===== src/rtl/atm_pkg.sv =====
// atm_pkg: shared timer state encoding and slow-clock constants for the ATM controller
package atm_pkg;

    localparam int CLK_HZ       = 100_000_000;
    localparam int SLOW_TICK_HZ = 4;

    typedef enum logic [1:0] {
        IDLE,
        RUN,
        WARN,
        EXPIRED
    } atm_timer_state_t;

endpackage


===== src/rtl/rise_detect.sv =====
// rise_detect: registered rising-edge strobe for a same-domain level signal
// A level already high at reset release is not reported until it has been seen low.
module rise_detect (
    input  logic clk_in,
    input  logic rst_n,
    input  logic d,
    output logic rise
);

    logic tick_d;
    logic armed;

    always_ff @(posedge clk_in or negedge rst_n) begin
        if (!rst_n) begin
            tick_d <= 1'b0;
            armed  <= 1'b0;
            rise   <= 1'b0;
        end else begin
            tick_d <= d;
            armed  <= armed | ~d;
            rise   <= d & ~tick_d & armed;
        end
    end

endmodule


===== src/rtl/atm_session_timer.sv =====
// atm_session_timer: session inactivity timer counting slow ticks into whole seconds with warn/timeout
module atm_session_timer
    import atm_pkg::*;
#(
    parameter int TICKS_PER_SEC = SLOW_TICK_HZ,
    parameter int TIMEOUT_SEC   = 30,
    parameter int WARN_SEC      = 10,
    parameter int SEC_W         = 8
) (
    input  logic             clk_in,
    input  logic             rst_n,
    input  logic             tick_in,
    input  logic             start,
    input  logic             activity,
    input  logic             cancel,
    output logic             active,
    output logic             warn,
    output logic             timed_out,
    output logic             expired,
    output logic [SEC_W-1:0] seconds_left
);

    if (WARN_SEC < 1 || WARN_SEC >= TIMEOUT_SEC || TIMEOUT_SEC > (2 ** SEC_W) - 1 || TICKS_PER_SEC < 1) begin : g_bad_params
        $error("atm_session_timer: illegal TICKS_PER_SEC/TIMEOUT_SEC/WARN_SEC/SEC_W");
    end

    localparam int SUB_W = (TICKS_PER_SEC > 1) ? $clog2(TICKS_PER_SEC) : 1;
    localparam logic [SUB_W-1:0] SUB_LAST = SUB_W'(TICKS_PER_SEC - 1);
    localparam logic [SEC_W-1:0] SEC_TO   = SEC_W'(TIMEOUT_SEC);
    localparam logic [SEC_W-1:0] SEC_WARN = SEC_W'(WARN_SEC);

    atm_timer_state_t state, nxt_state;
    logic [SEC_W-1:0] sec_cnt, nxt_sec, sec_dec;
    logic [SUB_W-1:0] sub_cnt, nxt_sub;
    logic             tick_rise, live, step, dec, reload, fire;

    rise_detect u_tick (
        .clk_in (clk_in),
        .rst_n  (rst_n),
        .d      (tick_in),
        .rise   (tick_rise)
    );

    // cancel > start > activity > tick; a reload also drops any sub-second phase
    always_comb begin
        live      = (state == RUN) || (state == WARN);
        step      = live && tick_rise;
        dec       = step && (sub_cnt == SUB_LAST);
        reload    = start || (activity && live);
        sec_dec   = sec_cnt - 1'b1;
        nxt_sec   = cancel ? '0 : reload ? SEC_TO : dec ? sec_dec : sec_cnt;
        nxt_sub   = (cancel || reload || dec) ? '0 : step ? sub_cnt + 1'b1 : sub_cnt;
        nxt_state = cancel ? IDLE :
                    reload ? RUN :
                    !dec ? state :
                    (sec_dec == '0) ? EXPIRED :
                    (sec_dec <= SEC_WARN) ? WARN : RUN;
        fire      = dec && (sec_dec == '0) && !cancel && !reload;
    end

    always_ff @(posedge clk_in or negedge rst_n) begin
        if (!rst_n) begin
            state     <= IDLE;
            sec_cnt   <= '0;
            sub_cnt   <= '0;
            active    <= 1'b0;
            warn      <= 1'b0;
            timed_out <= 1'b0;
            expired   <= 1'b0;
        end else begin
            state     <= nxt_state;
            sec_cnt   <= nxt_sec;
            sub_cnt   <= nxt_sub;
            active    <= (nxt_state == RUN) || (nxt_state == WARN);
            warn      <= nxt_state == WARN;
            timed_out <= nxt_state == EXPIRED;
            expired   <= fire;
        end
    end

    assign seconds_left = sec_cnt;

endmodule

===== config.mk =====
export PLATFORM = sky130hd
export DESIGN_NAME = atm_session_timer
export DESIGN_NICKNAME = d
export VERILOG_FILES = /design/src/rtl/atm_pkg.sv /design/src/rtl/rise_detect.sv /design/src/rtl/atm_session_timer.sv
export SDC_FILE = /design/constraint.sdc
export NUM_CORES = 1
export LEC_CHECK = 0
export CAP_MARGIN = 20
export CORE_MARGIN = 2
export CORE_UTILIZATION = 40
export CTS_CLUSTER_DIAMETER = 120
export CTS_CLUSTER_SIZE = 16
export DETAILED_ROUTE_END_ITERATION = 6
export PLACE_DENSITY = 0.68
export SETUP_SLACK_MARGIN = 0.02
export SKIP_LAST_GASP = 1
export SYNTH_ARGS = -nofsm -noshare
export SYNTH_HDL_FRONTEND = slang
export SYNTH_SLANG_ARGS = --single-unit

===== constraint.sdc =====
create_clock -name clk_in -period 2.01 [get_ports clk_in]
set_input_delay 0.402 -clock clk_in [delete_from_list [all_inputs] [get_ports clk_in]]
set_output_delay 0.402 -clock clk_in [all_outputs]
set_load 0.1 [all_outputs]

==> results.md <==
- Status: complete, but fails checks
- Violated checks: setup timing
- Worst hold slack: roughly 0.40 ns
- Largest register FFs: 8
- Sequential cell area fraction in the yosys report: about 46%
- Cell Area, Synth: between 0.001 and 0.0015 mm2
- Worst-case clock buffer depth: 2
- First-pass GRT wire length: around 3600 um
- Critical R2R Launch: seconds_left[0]
- CTS tree: built
- Worst min path class: reg2reg
- Die Y: around 55 um
- Total vias in the final route: roughly 790
- Pin count of the biggest net entering global routing: 20
- Area grow syn2layout: 44.3%
- Final WL: 2110 um
- Post-Route Skew: around 0.0021 ns
- Worst R2R Setup Slack: -0.08 ns
- Setup crit start: seconds_left[0]
- Slowest stage delay, CP: 0.51 ns
- Worst skew pair latency: between 0.2 and 0.3 ns
- Cts bufs inserted: 3
- Yosys cell types: 33
- Post-synthesis async set-or-reset flop share: between 90% and 100%
- Final TNS setup: -0.0818 ns
- Post-synth top area share: between 40% and 50%
- Final core occ: 60.5%
- Ys Warns: 0
- DP Wirelength: between 1500 and 2000 um
- Setup WS pre-CTS: -0.0716 ns
- Layout cell share with drive strength beyond 1: around two fifths
- Clk sinks: 19
- Critical Path RT: ~2.2 ns
- PwrDens: around 540 mW/mm2
- Ranking of synthesized cells by area: dfrtp_1, ha_1, xnor2_1
- Initial Utilization: a little over two fifths
- Initial antenna violation count: 0
- Worst slew pin tran: 0.368 ns
- Vias in the first global route: 779
- CTS root buffer: clkbuf_4
- Maxcap violations: 0
- Crit path kind: reg2reg
- Buf+Inv Stages, Crit Path: 1
- Core Box Area: between 0.002 and 0.0025 mm2
- DR pass1 iterations: 4
- Worst setup EP type: register
- Yosys reg bits: 19
- Post-synth EDFFs: 0
- Minimum clock period: ~2.1 ns
- Area leader, netlist: dfrtp_1
- Critical path arrival: roughly 2.3 ns
- HP Start: u_tick.tick_d
- Post-route worst setup slack: -0.0818 ns
- Setup violation total in the final timing report: 1
- Top FF cell, synth: dfrtp_1
- Critical Path, Cell by Cell: or3_4 > nor3_4 > xnor2_2 > and3_4 > a221o_1 > ha_1 > inv_1
- Worst-path fanout max: 4
- DRC violations left: 0
- Hold path cells: 1
- Antenna Violating Nets Remaining: 0
- Peak VDD IR: ~0.5 mV
- Placed Instance Area: around 0.0014 mm2
- Max Freq: 478 MHz
- Clock slew at reported path FFs: about 0.1 ns
- I/O pin total: 18
- Final-stage net count: roughly 140
- Relative slew margins: 75.3%
- Delay-heaviest family, CP: simple AND/OR/NAND/NOR gates
- R2r endpoint: active
- Slew Limit Fails: 0
- WHS Endpoint: u_tick.rise
- Remaining Overflow, GRT: 0
- Level count of the clock H-tree: 1
- Drt initial violations: 19
- Final Hold Fails: 0
- Tot Pwr: 813 uW
- Port Buffers: 17
- CP max-delay cell: dfrtp_4
- Avg Cell Area, Syn: 10.8 um2
- Die width: ~55 um
- Dpl cells: between 150 and 200
- Non-Filler Instances: approximately 160
- Leakage Power: roughly 0.63 nW
- Post-synth net total: 108
- CP Launch Type: register
- Wire per inst: 13.3 um
- RSZ-0062 raised after global routing: yes
- Period utilisation layout: 104%
- Vias per inst: roughly 4.9
- Worst Reg-to-Reg Cells: 7
- RePlAce Congestion: around 0.86
- Cells after Synth: 96
- Row cnt: 18
- Antenna fix cells: 0
- Post-route cell area: about 0.0015 mm2
- Die area: 0.00302 mm2
- GRT Total Usage: 16.9%
## cell families (layout without fill, tap and decap cells)
| group | Yosys count | in the layout | share of synthesized area [%] |
|---|---|---|---|
| simple gates | 36 | 36 | 19.9 |
| fa+ha+maj | 6 | 6 | 7.23 |
| compound gates | 16 | 16 | 13.0 |
| xor+xnor | 12 | 12 | 10.8 |
| flops | 19 | 19 | 45.8 |
| buf+inv | 7 | 40 | 3.25 |
## layer usage
layer / share of wire [%] / up-vias / global-route usage (%)
met5: 0 / - / 0
li1: - / 390 / -
met3: 3.2 / 4 / 3.23
met4: 1.4 / 0 / 7.32
met1: 45 / 373 / 21.8
met2: 50 / 18 / 27.8
## placed cells by master (no fill, tap or decap), types with 2 or more instances in the layout
master | synthesis | layout
buf_12 | 0 | 8
dfrtp_1 | 19 | 14
nand2_1 | 7 | 7
a21oi_1 | 6 | 6
xor2_1 | 4 | 4
nor3_1 | 3 | 3
nor2_1 | 12 | 11
ha_1 | 6 | 4
nand2b_1 | 2 | 2
and2_1 | 2 | 2
xnor2_1 | 7 | 6
buf_4 | 0 | 19
inv_2 | 0 | 2
dfrtp_2 | 0 | 2
inv_1 | 4 | 2
clkbuf_4 | 0 | 3
dfrtp_4 | 0 | 3
clkdlybuf4s50_1 | 0 | 5
## worst reg2reg max path, stage by stage, from the launching register on
cell	delay, ns
dfrtp_4	0.51
or3_4	0.43
nor3_4	0.16
xnor2_2	0.09
and3_4	0.19
a221o_1	0.30
ha_1	0.28
inv_1	0.04
## timing repair
item,in CTS,in global routing
buffers inserted,1,0
pin swaps,0,3
resized for setup,2,3
setup endpoints to repair,3,3
hold buffers,0,0
## area by class of cell
cell class	instances	area (um2)
clock buffers	4	26.3
multi-input cells	70	578
flip-flops and latches	19	489
repair buffers	32	353
well taps	30	37.5
inverters	4	15.0
fillers	211	978
## Yosys cell counts (2+ instances only)
master / instances
xnor2_1: 7
and2_1: 2
inv_1: 4
a21oi_1: 6
nor3_1: 3
nand2_1: 7
dfrtp_1: 19
nor2_1: 12
ha_1: 6
clkbuf_1: 2
xor2_1: 4
o21ai_0: 2
nand2b_1: 2
## how the worst max path moves through the flow
stage | end | slack, ns | depth (start not counted)
after floorplan | active | -0.19 | 7
after global placement | active | -0.02 | 8
after detailed placement | active | -0.07 | 7
after CTS | active | -0.05 | 7
after global routing | active | -0.11 | 7
final | active | -0.08 | 7
## where the power goes
group	switching [mW]	internal, mW	total, mW
clock network	0.110	0.0773	0.188
logic	0.125	0.0882	0.213
registers	0.0165	0.396	0.412
total	0.252	0.561	0.813
No activity file was read; power rests on OpenSTA's default activity.
